<file path="config.mk">
export PLATFORM = sky130hd
export DESIGN_NAME = reaction_round_ctrl_flat
export DESIGN_NICKNAME = d
export VERILOG_FILES = /design/src/rtl/reaction_round_ctrl_if.sv /design/src/rtl/reaction_round_ctrl.sv /design/src/flat_wrapper.sv
export SDC_FILE = /design/constraint.sdc
export NUM_CORES = 1
export LEC_CHECK = 0
export ABC_AREA = 1
export CAP_MARGIN = 20
export CORE_UTILIZATION = 60
export DETAILED_ROUTE_END_ITERATION = 12
export GPL_TIMING_DRIVEN = 0
export MAX_ROUTING_LAYER = met4
export PLACE_DENSITY = 0.81
export REMOVE_ABC_BUFFERS = 1
export SETUP_SLACK_MARGIN = 0.3
export SYNTH_ARGS = -nofsm -noshare
export SYNTH_HDL_FRONTEND = slang
export SYNTH_SLANG_ARGS = --single-unit
</file>
<file path="constraint.sdc">
create_clock -name clk -period 4.76 [get_ports clk]
set_input_delay 0.476 -clock clk [delete_from_list [all_inputs] [get_ports clk]]
set_output_delay 0.476 -clock clk [all_outputs]
set_load 0.005 [all_outputs]
</file>
<file path="src/rtl/reaction_round_ctrl_if.sv">
// Signal bundle between the reaction-round controller, its ms timer and the buttons/LED.
// The controller takes the slave side; whoever drives the buttons and tick takes master.
interface reaction_round_ctrl_if #(
  parameter int RT_WIDTH = 14
);
  logic                ms_tick;
  logic                start_btn;
  logic                react_btn;
  logic                timer_rst_n;
  logic                timer_en;
  logic                led_go;
  logic                busy;
  logic                result_valid;
  logic [RT_WIDTH-1:0] reaction_ms;
  logic                false_start;
  logic                timeout;

  modport slave (
    input  ms_tick, start_btn, react_btn,
    output timer_rst_n, timer_en, led_go, busy, result_valid,
           reaction_ms, false_start, timeout
  );

  modport master (
    output ms_tick, start_btn, react_btn,
    input  timer_rst_n, timer_en, led_go, busy, result_valid,
           reaction_ms, false_start, timeout
  );
endinterface

</file>
<file path="src/rtl/reaction_round_ctrl.sv">
// Reaction-time game round controller: random wait, GO LED, then count ms ticks until the
// player reacts; reports reaction time, false start or timeout. All outputs registered.
module reaction_round_ctrl #(
  parameter int MIN_DELAY_MS = 1000,
  parameter int RANGE_MASK   = 4095,
  parameter int TIMEOUT_MS   = 9999,
  parameter int RT_WIDTH     = 14
) (
  input logic                clk,
  input logic                reset,
  reaction_round_ctrl_if.slave bus
);

  localparam int DW = $clog2(MIN_DELAY_MS + RANGE_MASK + 1);
  localparam logic [DW-1:0]       MIN_D   = DW'(MIN_DELAY_MS);
  localparam logic [15:0]         MASK16  = 16'(RANGE_MASK);
  localparam logic [RT_WIDTH-1:0] TMO_RT  = RT_WIDTH'(TIMEOUT_MS);
  localparam logic [RT_WIDTH-1:0] LAST_MS = RT_WIDTH'(TIMEOUT_MS - 1);

  localparam logic [2:0] S_IDLE  = 3'd0;
  localparam logic [2:0] S_ARM   = 3'd1;
  localparam logic [2:0] S_WAIT  = 3'd2;
  localparam logic [2:0] S_GO    = 3'd3;
  localparam logic [2:0] S_DONE  = 3'd4;
  localparam logic [2:0] S_FAULT = 3'd5;

  logic [2:0]          state_q, state_d;
  logic [15:0]         lfsr_q;
  logic [DW-1:0]       delay_cnt_q, delay_cnt_d;
  logic [RT_WIDTH-1:0] ms_cnt_q, ms_cnt_d;
  logic [RT_WIDTH-1:0] reaction_q, reaction_d;
  logic                false_start_q, false_start_d;
  logic                timeout_q, timeout_d;
  logic                start_prev_q, react_prev_q, ms_prev_q;
  logic                timer_rst_n_q, timer_en_q, led_go_q, busy_q, result_valid_q;
  logic                start_edge, react_edge, ms_edge;

  assign start_edge = bus.start_btn & ~start_prev_q;
  assign react_edge = bus.react_btn & ~react_prev_q;
  assign ms_edge    = bus.ms_tick   & ~ms_prev_q;

  // NOTE: every variable gets a default at the top of always_comb so no path infers a latch.
  always_comb begin
    state_d       = state_q;
    delay_cnt_d   = delay_cnt_q;
    ms_cnt_d      = ms_cnt_q;
    reaction_d    = reaction_q;
    false_start_d = false_start_q;
    timeout_d     = timeout_q;
    case (state_q)
      S_IDLE: if (start_edge) state_d = S_ARM;
      S_ARM: begin
        delay_cnt_d = MIN_D + DW'(lfsr_q & MASK16);
        state_d     = S_WAIT;
      end
      S_WAIT: begin
        if (react_edge) begin
          state_d       = S_FAULT;
          false_start_d = 1'b1;
        end else if (ms_edge) begin
          delay_cnt_d = delay_cnt_q - DW'(1);
          if (delay_cnt_q == DW'(1)) begin
            state_d  = S_GO;
            ms_cnt_d = '0;
          end
        end
      end
      S_GO: begin
        // A react in the same cycle as a tick wins and that tick is not counted.
        if (react_edge) begin
          state_d    = S_DONE;
          reaction_d = ms_cnt_q;
        end else if (ms_edge) begin
          ms_cnt_d = ms_cnt_q + RT_WIDTH'(1);
          if (ms_cnt_q == LAST_MS) begin
            state_d    = S_FAULT;
            timeout_d  = 1'b1;
            reaction_d = TMO_RT;
          end
        end
      end
      S_DONE, S_FAULT: if (start_edge) state_d = S_ARM;
      default: state_d = S_IDLE;
    endcase
    if (state_d == S_ARM) begin
      reaction_d    = '0;
      false_start_d = 1'b0;
      timeout_d     = 1'b0;
    end
  end

  // NOTE: sequential state uses non-blocking assignments; reset is sampled only at the clock edge.
  always_ff @(posedge clk) begin
    if (!reset) begin
      state_q        <= S_IDLE;
      lfsr_q         <= 16'hACE1;
      delay_cnt_q    <= '0;
      ms_cnt_q       <= '0;
      reaction_q     <= '0;
      false_start_q  <= 1'b0;
      timeout_q      <= 1'b0;
      start_prev_q   <= 1'b1;
      react_prev_q   <= 1'b1;
      ms_prev_q      <= 1'b1;
      timer_rst_n_q  <= 1'b0;
      timer_en_q     <= 1'b0;
      led_go_q       <= 1'b0;
      busy_q         <= 1'b0;
      result_valid_q <= 1'b0;
    end else begin
      state_q        <= state_d;
      lfsr_q         <= {lfsr_q[14:0], lfsr_q[15] ^ lfsr_q[13] ^ lfsr_q[12] ^ lfsr_q[10]};
      delay_cnt_q    <= delay_cnt_d;
      ms_cnt_q       <= ms_cnt_d;
      reaction_q     <= reaction_d;
      false_start_q  <= false_start_d;
      timeout_q      <= timeout_d;
      start_prev_q   <= bus.start_btn;
      react_prev_q   <= bus.react_btn;
      ms_prev_q      <= bus.ms_tick;
      timer_rst_n_q  <= (state_d == S_WAIT) || (state_d == S_GO);
      timer_en_q     <= (state_d == S_WAIT) || (state_d == S_GO);
      led_go_q       <= (state_d == S_GO);
      busy_q         <= (state_d == S_ARM) || (state_d == S_WAIT) || (state_d == S_GO);
      result_valid_q <= ((state_d == S_DONE) || (state_d == S_FAULT)) && (state_d != state_q);
    end
  end

  assign bus.timer_rst_n  = timer_rst_n_q;
  assign bus.timer_en     = timer_en_q;
  assign bus.led_go       = led_go_q;
  assign bus.busy         = busy_q;
  assign bus.result_valid = result_valid_q;
  assign bus.reaction_ms  = reaction_q;
  assign bus.false_start  = false_start_q;
  assign bus.timeout      = timeout_q;

endmodule

</file>
<file path="src/flat_wrapper.sv">
// flat-port wrapper written by rule: the top's interface ports become plain ports
module reaction_round_ctrl_flat 
#(
  parameter int MIN_DELAY_MS = 1000,
  parameter int RANGE_MASK   = 4095,
  parameter int TIMEOUT_MS   = 9999,
  parameter int RT_WIDTH     = 14
)
  (clk, reset, bus_ms_tick, bus_start_btn, bus_react_btn, bus_timer_rst_n, bus_timer_en, bus_led_go, bus_busy, bus_result_valid, bus_reaction_ms, bus_false_start, bus_timeout);
  reaction_round_ctrl_if #(.RT_WIDTH(RT_WIDTH)) bus_i ();
  input logic clk;
  input logic reset;
  input wire logic [$bits(bus_i.ms_tick)-1:0] bus_ms_tick;
  input wire logic [$bits(bus_i.start_btn)-1:0] bus_start_btn;
  input wire logic [$bits(bus_i.react_btn)-1:0] bus_react_btn;
  output wire logic [$bits(bus_i.timer_rst_n)-1:0] bus_timer_rst_n;
  output wire logic [$bits(bus_i.timer_en)-1:0] bus_timer_en;
  output wire logic [$bits(bus_i.led_go)-1:0] bus_led_go;
  output wire logic [$bits(bus_i.busy)-1:0] bus_busy;
  output wire logic [$bits(bus_i.result_valid)-1:0] bus_result_valid;
  output wire logic [$bits(bus_i.reaction_ms)-1:0] bus_reaction_ms;
  output wire logic [$bits(bus_i.false_start)-1:0] bus_false_start;
  output wire logic [$bits(bus_i.timeout)-1:0] bus_timeout;
  assign bus_i.ms_tick = bus_ms_tick;
  assign bus_i.start_btn = bus_start_btn;
  assign bus_i.react_btn = bus_react_btn;
  assign bus_timer_rst_n = bus_i.timer_rst_n;
  assign bus_timer_en = bus_i.timer_en;
  assign bus_led_go = bus_i.led_go;
  assign bus_busy = bus_i.busy;
  assign bus_result_valid = bus_i.result_valid;
  assign bus_reaction_ms = bus_i.reaction_ms;
  assign bus_false_start = bus_i.false_start;
  assign bus_timeout = bus_i.timeout;
  reaction_round_ctrl #(.MIN_DELAY_MS(MIN_DELAY_MS), .RANGE_MASK(RANGE_MASK), .TIMEOUT_MS(TIMEOUT_MS), .RT_WIDTH(RT_WIDTH)) u_core (.clk(clk), .reset(reset), .bus(bus_i));
endmodule
</file>
After elaboration in Yosys (flattened, before gate mapping):

Cells that the tools add are included.

* add/sub/neg operators: 3
* multiply operators: 0
* divide/modulo/power cells: 0
* order comparisons: 0
* equality and inequality tests: 18
* shifts and indexed selects: 0
* multiplexer cells: 20
* bitwise logic cells: 11
* reductions and logical operators: 17

Operators with widths (count)
* $mux W14: 8
* $pmux W14 S2: 1
* $mux W13: 2
* $pmux W13 S2: 1
* $mux W3: 7
* $add A14 B1 Y14 const B: 1
* $eq A14 B14 Y1 const B: 1
* $add A10 B12 Y13 const A: 1
* $eq A13 B1 Y1 const B: 1
* $sub A13 B1 Y13 const B: 1
* $eq A3 B2 Y1 const B: 4
* $eq A3 B3 Y1 const B: 4
* $pmux W3 S4: 1
* $reduce_bool A2 Y1: 4
* $eq A3 B1 Y1 const B: 2
* $ne A2 B1 Y1 const B: 3
* $reduce_and A3 Y1: 2
* $reduce_and A6 Y1: 1
* $not A1 Y1: 5
* $logic_or A1 B1 Y1: 4
* $ne A2 B2 Y1 const B: 2
* $reduce_and A4 Y1: 1
* $and A1 B1 Y1: 3
* $logic_not A3 Y1: 1
* other kinds (6): 8

* bits in registers: 69
* latch bits: 0
* bits in writable memories: 0
* memory bits (read-only): 0
* bits of input ports: 5
* output and inout bits: 21
* memories kept: 0

Depth between registers and ports, before layout:

Gate-level depths: netlist of the first run.

* depth after elaboration: 8
* gate-level depth with buffers: 13
* depth with buffers taken out: 12

Least setup slack after synthesis of the first run:

OpenSTA, ideal clock, no wires.

* path kind: register to register
* from: register u_core.ms_cnt_q[0]
* to: register u_core.reaction_q[10] (netlist: u_core.bus.reaction_ms[10])
* library setup time: 0.112 ns
* data arrival time: 1.520 ns
* required time: 4.648 ns
* slack: 3.128 ns
* stages on the path, launching flop included: 14
* path through: dfxtp_1 inv_1 ha_1 inv_1 nor2_1 nand2_1 nor2_4 nand3_4 nand2_1 nor2_2 nand3_2 nand2_4 buf_12 nor2_4

* longest elaborated chain between the ends: 7

RTL lines
* start, declared: line reaction_round_ctrl.sv:30 `logic [RT_WIDTH-1:0] ms_cnt_q, ms_cnt_d;`
* start signal, assigned: line reaction_round_ctrl.sv:114 `ms_cnt_q <= ms_cnt_d;`
* $eq A14 B14 Y1 (*): line reaction_round_ctrl.sv:75 `if (ms_cnt_q == LAST_MS) begin`
* $mux W3: line reaction_round_ctrl.sv:75
* $mux W3: line reaction_round_ctrl.sv:73 `end else if (ms_edge) begin`
* $mux W3: line reaction_round_ctrl.sv:70 `if (react_edge) begin`
* $pmux W3 S4: line reaction_round_ctrl.sv:50 `case (state_q)`
* $eq A3 B1 Y1: line reaction_round_ctrl.sv:85 `if (state_d == S_ARM) begin`
* $reduce_or A2 Y1 (no source line)
* end signal, assigned: line reaction_round_ctrl.sv:115 `reaction_q <= reaction_d;`
* end, declared: line reaction_round_ctrl.sv:31 `logic [RT_WIDTH-1:0] reaction_q, reaction_d;`

Every way passes the cells marked *; elsewhere a longest branch is shown, timed or not.
A chain may end at the register's enable or synchronous reset.

Final worst setup path of the first run:

* from: register u_core.state_q[2]
* to: register u_core.reaction_q[13] (netlist: u_core.bus.reaction_ms[13])

* longest elaborated chain between the ends: 6

RTL lines
* start, declared: line reaction_round_ctrl.sv:27 `logic [2:0] state_q, state_d;`
* start signal, assigned: line reaction_round_ctrl.sv:111 `state_q <= state_d;`
* $mux W3, on equally long branches: line reaction_round_ctrl.sv:75, reaction_round_ctrl.sv:62
* $mux W3, on equally long branches: line reaction_round_ctrl.sv:73, reaction_round_ctrl.sv:60
* $mux W3, on equally long branches: line reaction_round_ctrl.sv:70, reaction_round_ctrl.sv:57
* $pmux W3 S4: line reaction_round_ctrl.sv:50
* $eq A3 B1 Y1: line reaction_round_ctrl.sv:85
* $reduce_or A2 Y1 (no source line)

Several ways; a longest one is shown, not always the timed one.

==> key figures, run 1 <==
Worst setup path
  • Critical-path cell list: inv_1, nand3_2, inv_2, nand2_1, nand2_1, nor2_2, nand3_2, nand2_4, nor2_1
  • Slowest stage cell, crit path: nand2_1
  • Startpoint Class: flip-flop
  • Setup CP Type: flip-flop to flip-flop
  • Critical Path RT: roughly 5.0 ns
  • CP peak stage delay: 0.52 ns
  • Critical path's top delay family: simple AND/OR/NAND/NOR gates
  • CP max FO: 22
  • WP data arrival: around 2.5 ns
  • WP buf/inv: 2
  • Stages on the worst setup path: 9
  • Worst reg2reg path depth: 9
  • CP endpoint kind: flip-flop

CTS
  • TritonCTS buffer count: 9
  • Clock latency on the worst-skew pair: around 0.35 ns
  • Reg clk slew, reported paths: 0.08 ns
  • Clock buffer depth: 2
  • Post-CTS setup buffers: 0
  • CTS sink count: 69
  • Root Driver: clkbuf_8
  • Cts hold-fix bufs: 0
  • CTS tree: done
  • H-tree Lvls: 3
  • CTS-repair resized insts: 0

Die
  • Initial Utilization: approximately 62%
  • Die H: ~80 um
  • IO Count: 26
  • Cell row count: 28
  • Core box area: slightly below 6000 sq um
  • Die width: between 80 and 90 um
  • Die area: approximately 6400 sq um

Run
  • Max-Cap Viols: 0

Placement
  • GPL Wtd Cong: between 0.9 and 1
  • DP HPWL: between 5000 and 6000 um
  • Setup Slack @ Placement: between 1.5 and 2 ns
  • Buffers on Ports: 25

Min path
  • HP Class: flip-flop to flip-flop
  • Worst Hold Path Cells: 1

GRT
  • Pin count of the biggest net entering global routing: 31
  • Vias in the first global route: roughly 3.1k
  • First-pass GRT wire length: about 14000 um
  • Total grt overflow: 0
  • Antenna violations before repair: 0
  • GRT Total Usage: 28.2%

Timing
  • Final min period: 2.30 ns
  • Fin crit share: between 40% and 50%
  • Final hold vios: 0
  • Fin worst setup slack: roughly 2.5 ns
  • Setup-failing EPs final: 0
  • Unrepaired setup endpoints after global routing: false
  • Slew margin rel.: between 40% and 50%
  • Fmax: 435 MHz
  • Clk_skew: roughly 0.009 ns
  • Total negative slack: 0 ns
  • Final Max Tran Viols: 0
  • Worst slew pin tran: roughly 0.82 ns

Finish
  • Ratio of cells with drive above 1 in the final layout: ~10%
  • Footprint of the multi-input gates: 1860 sq um
  • Filler Cells Inserted: 500
  • Area growth syn-to-layout: 12.9%
  • FF+latch area: roughly 1400 sq um
  • Layout Nets: around 570
  • ANT cells: 0
  • Final core utilization: around 70%

Route
  • Pre-antenna DRT Iters: 5
  • Routed WL: 7980 um
  • Vias per cell: around 5.2
  • Via count: between 3k and 4k
  • 1st-iter DRT viols: around 270
  • DRC Markers: 0
  • Routed len/inst: about 13 um
  • Final ANT Viol Nets: 0

Synth
  • Netlist Area Pre-Place: ~3700 sq um
  • Synth Warn #: 0
  • Synth Area in Simple Gates: a little over a third
  • Register bit total from synthesis: 69
  • Sequential area share after synthesis: a little under two fifths
  • Avg Inst Size Synth: between 6 and 7 sq um
  • Cell count after synthesis: roughly 540
  • Xor-xnor portion of the synthesized cell area: 3.35%
  • Adder-cell share of the synthesized area: under 10%
  • Post-synth cell types: 35
  • Largest family of logic cells by synthesized area: simple AND/OR/NAND/NOR gates
  • Mux cell area share after synthesis: 0%
  • Synth Area in Compound Gates: between 10% and 20%

Pwr
  • P_leak: approximately 1.7 nW
  • Power density over cell area: ~330 nW/um^2
  • Max IR drop VDD: about 0.24 mV
  • Total power draw: approximately 1.4 mW

Run status
  • Status: completed
[kinds of logic after synthesis]
family / Yosys count
simple gates: 281
buf+inv: 98
compound gates: 69
flops: 69
xor+xnor: 14
fa+ha+maj: 5
[state kept, by name, summed over array words and instances, names as in the netlist]
register and count:
u_core.ms_prev_q 1, u_core.bus.timeout 1, u_core.delay_cnt_q 13, u_core.bus.busy 1
u_core.react_prev_q 1, u_core.start_prev_q 1, u_core.bus.result_valid 1, u_core.bus.false_start 1
u_core.bus.timer_rst_n 1, u_core.lfsr_q 16, u_core.state_q 3, u_core.bus.reaction_ms 14
u_core.bus.led_go 1, u_core.ms_cnt_q 14
[where the power goes]
| part | leakage, nW | total, mW | switching, mW | internal, mW |
|---|---|---|---|---|
| logic | 1.03 | 0.221 | 0.146 | 0.0745 |
| registers | 0.563 | 0.634 | 0.0266 | 0.608 |
| clock network | 0.110 | 0.527 | 0.232 | 0.295 |
| total | 1.70 | 1.38 | 0.405 | 0.977 |
[synth_stat cells (all sizes together)]
library cell  number  area, sq um
nand4              6         37.5
o22ai              1         6.26
nand2            122          480
nor3               8         40.0
ha                 5         62.6
o21ai             38          198
buf                9         80.1
nor2              95          467
clkinv             2         8.75
inv               78          293
nor4               1         6.26
o211ai             1         7.51
a21oi             27          139
nand3             47          263
a211oi             1         12.5
dfxtp             69         1380
xor2              12          105
xnor2              2         17.5
or2                2         12.5
a21boi             1         7.51
clkbuf             9         33.8
[path summary, 6_finish.rpt]
| path | startpoint | to | slack, ns |
|---|---|---|---|
| max | u_core.state_q[2] | u_core.bus.reaction_ms[13] | 2.46 |
| min | u_core.lfsr_q[14] | u_core.lfsr_q[15] | 0.42 |
| max reg2reg | u_core.state_q[2] | u_core.bus.reaction_ms[13] | 2.46 |
| min reg2reg | u_core.lfsr_q[14] | u_core.lfsr_q[15] | 0.42 |
[per-stage QoR]
stage / std cells / instance area (sq um) / hold slack [ns]
after floorplan: 518 / 3540 / 0.393
after global placement: 618 / 3890 / 0.396
after detailed placement: 618 / 3890 / 0.406
after CTS: 634 / 4100 / 0.426
after global routing: 635 / 4130 / 0.454
final: 635 / 4130 / 0.422
[layout make-up]
type                       instances  area share [%]
tap                               75            2.27
clock inverter                     6            2.12
sequential                        69            33.4
timing repair buffer              26            6.72
clock buffer                      10            3.09
multi-input combinational        369            45.1
inverter                          80            7.30
[per-layer routing]
metal	GRT usage, %	wire length, um	part of all wire [%]
met5	-	0	0
met4	16.1	255	3.2
met3	4.66	357	4.5
met2	46.1	3920	49
met1	32.8	3440	43
[layout by cell type (no fill, tap or decap), types with 5 or more instances in the layout]
master / instances
a21oi_1: 26
clkbuf_8: 9
clkdlybuf4s50_1: 25
dfxtp_1: 69
ha_1: 5
inv_1: 74
nand2_1: 115
nand2_2: 6
nand3_1: 43
nand4_1: 6
nor2_1: 77
nor2_2: 5
nor2_4: 13
nor3_1: 8
o21ai_0: 35
xor2_1: 12
No activity file was read; power rests on OpenSTA's default activity.
==> run 2, diff against run 1 <==
--- a/config.mk
+++ b/config.mk
@@ -7,11 +7,11 @@
 export LEC_CHECK = 0
 export ABC_AREA = 1
 export CAP_MARGIN = 20
-export CORE_UTILIZATION = 60
+export CORE_UTILIZATION = 59
 export DETAILED_ROUTE_END_ITERATION = 12
 export GPL_TIMING_DRIVEN = 0
 export MAX_ROUTING_LAYER = met4
-export PLACE_DENSITY = 0.81
+export PLACE_DENSITY = 0.8
 export REMOVE_ABC_BUFFERS = 1
 export SETUP_SLACK_MARGIN = 0.3
 export SYNTH_ARGS = -nofsm -noshare
==> constraint.sdc (replaced) <==
create_clock -name clk -period 2.25 [get_ports clk]
set_input_delay 0.225 -clock clk [delete_from_list [all_inputs] [get_ports clk]]
set_output_delay 0.225 -clock clk [all_outputs]
set_load 0.005 [all_outputs]
==> key figures, run 2 (synthesis gave the netlist of run 1 again) <==
Run status
  • Status: completed

Pwr
  • Max IR drop VDD: 0.429 mV (+82%)
  • Power density over cell area: 679 nW/um^2 (+100%)
  • Total power draw: 2.86 mW (+110%)
  • P_leak: 1.73 nW (+1.6%)

Min path
  • HP Class: flip-flop to flip-flop

Die
  • IO Count: 26 (unchanged)
  • Initial Utilization: 61.4% (-0.73 points)
  • Core box area: 5960 sq um (+1.2%)
  • Die width: 80.7 um (+0.82%)
  • Die H: 80.7 um (+0.82%)
  • Cell row count: 28 (unchanged)
  • Die area: 6520 sq um (+1.7%)

Timing
  • Fmax: 544 MHz (+25%)
  • Hold slack: 0.419 ns (-0.00230 ns)
  • Total negative slack: 0 ns (unchanged)
  • Final min period: 1.84 ns (-0.460 ns)
  • Clk_skew: 0.00843 ns (-0.000691 ns)
  • Final Max Tran Viols: 0 (unchanged)
  • Fin crit share: 81.8% (+33 points)
  • Unrepaired setup endpoints after global routing: false
  • Worst slew pin tran: 0.787 ns (-0.0336 ns)
  • Final hold vios: 0 (unchanged)
  • Setup-failing EPs final: 0 (unchanged)
  • Fin worst setup slack: 0.410 ns (-2.05 ns)
  • Slew margin rel.: 47.5% (+2.2 points)

CTS
  • TritonCTS buffer count: 9 (unchanged)
  • Clock latency on the worst-skew pair: 0.35 ns (about the same)
  • CTS sink count: 69 (unchanged)
  • Root Driver: clkbuf_8
  • H-tree Lvls: 3 (unchanged)
  • Clock buffer depth: 2 (unchanged)
  • CTS tree: done
  • Reg clk slew, reported paths: 0.07 ns (about the same)

Route
  • Routed WL: 8400 um (+5.3%)
  • DRC Markers: 0 (unchanged)
  • Pre-antenna DRT Iters: 5 (unchanged)
  • WL met2: 3900 um (-0.54%)
  • Routed met1 length: 3840 um (+11%)
  • Top sig layer: met4
  • Via count: 3438 (+3.4%)
  • Final ANT Viol Nets: 0 (unchanged)
  • 1st-iter DRT viols: 312 (+14%)
  • Met3 wire len: 499 um (+40%)
  • Routed len/inst: 13.1 um (+4.3%)
  • Vias per cell: 5.36 (+2.5%)

Finish
  • Commonest non-fill, non-tap cell in the layout: nand2_1
  • Ratio of cells with drive above 1 in the final layout: 11.7% (+1.7 points)
  • Max reg flops: 16 (unchanged)
  • Largest register by flop count: u_core.lfsr_q
  • Layout Nets: 571 (+1.1%)
  • Post-Layout Inst Area: 4210 sq um (+1.9%)
  • ANT cells: 0 (unchanged)
  • Area growth syn-to-layout: 15.0%
  • Filler Cells Inserted: 509 (+1.8%)
  • Most frequent cells in the layout: nand2_1, nor2_1, inv_1

Placement
  • Setup Slack @ Placement: -0.465 ns (-2.23 ns)
  • GPL Wtd Cong: 0.940 (+2.1%)
  • Buffers on Ports: 25 (unchanged)
  • DP Area: 3890 sq um (unchanged)
  • DP HPWL: 5650 um (+3.0%)

Run
  • Max-Cap Viols: 0 (unchanged)

GRT
  • Antenna violations before repair: 0 (unchanged)
  • GRT Total Usage: 28.0% (-0.21 points)
  • Pin count of the biggest net entering global routing: 32 (+3.2%)
  • First-pass GRT wire length: 13600 um (+0.46%)
  • Vias in the first global route: 3067 (-0.71%)
  • Total grt overflow: 0 (unchanged)

Worst setup path
  • CP endpoint kind: flip-flop
  • Critical Path RT: 2.49 ns (-2.50 ns)
  • WP data arrival: 2.08 ns (-0.45 ns)
  • CP max FO: 8 (-64%)
  • Startpoint Class: flip-flop
  • Setup CP Type: flip-flop to flip-flop
-- run 2: final cells by class --
type	count	area [sq um]	area share [%]
Clock buffer	12	145	3.45
Inverter	80	307	7.28
Timing Repair Buffer	30	289	6.87
Sequential cell	69	1390	32.9
Tap cell	75	93.8	2.23
Clock inverter	4	47.5	1.13
Multi-Input combinational cell	371	1940	46.1
-- run 2: worst paths after layout --
kind                 startpoint  depth (start not counted)  slack (ns)                   endpoint
max          u_core.ms_cnt_q[0]                         11        0.41  u_core.bus.reaction_ms[3]
min           u_core.lfsr_q[14]                          1        0.42          u_core.lfsr_q[15]
max reg2reg  u_core.ms_cnt_q[0]                         11        0.41  u_core.bus.reaction_ms[3]
min reg2reg   u_core.lfsr_q[14]                          1        0.42          u_core.lfsr_q[15]
-- run 2: timing repair --
action,CTS,global route
endpoints found under the setup margin,47,40
hold buffers,0,0
resized for setup,11,7
setup buffers,0,5
pin swaps,0,2
endpoints found under the hold margin,0,0
cloned,1,1
-- run 2: layer usage --
metal | GRT usage (%) | up-vias
met4 | 12.0 | 0
met2 | 44.4 | 120
met5 | - | -
met3 | 5.73 | 16
met1 | 34.4 | 1581
li1 | - | 1721
-- run 2: power by group --
group	total, mW	internal, mW	switching, mW
Sequential	1.35	1.29	0.0600
Combinational	0.508	0.174	0.335
Clock	1.00	0.539	0.466
Total	2.86	2.00	0.860
-- run 2: through the flow --
step	utilization, %	cells
after CTS	69.5	635
after global routing	70.7	641
after global placement	65.3	618
after floorplan	-	518
after detailed placement	65.3	618
final	70.7	641
-- run 2: critical path, stage by stage, from the launching register on --
cell and delay (ns):
dfxtp_2 0.36, inv_1 0.10, ha_1 0.20, inv_1 0.05
nor2_1 0.08, nand2_1 0.10, nor2_4 0.14, nand2_2 0.08
a21oi_2 0.21, nand3_4 0.19, nand2_8 0.20, nor2_4 0.03
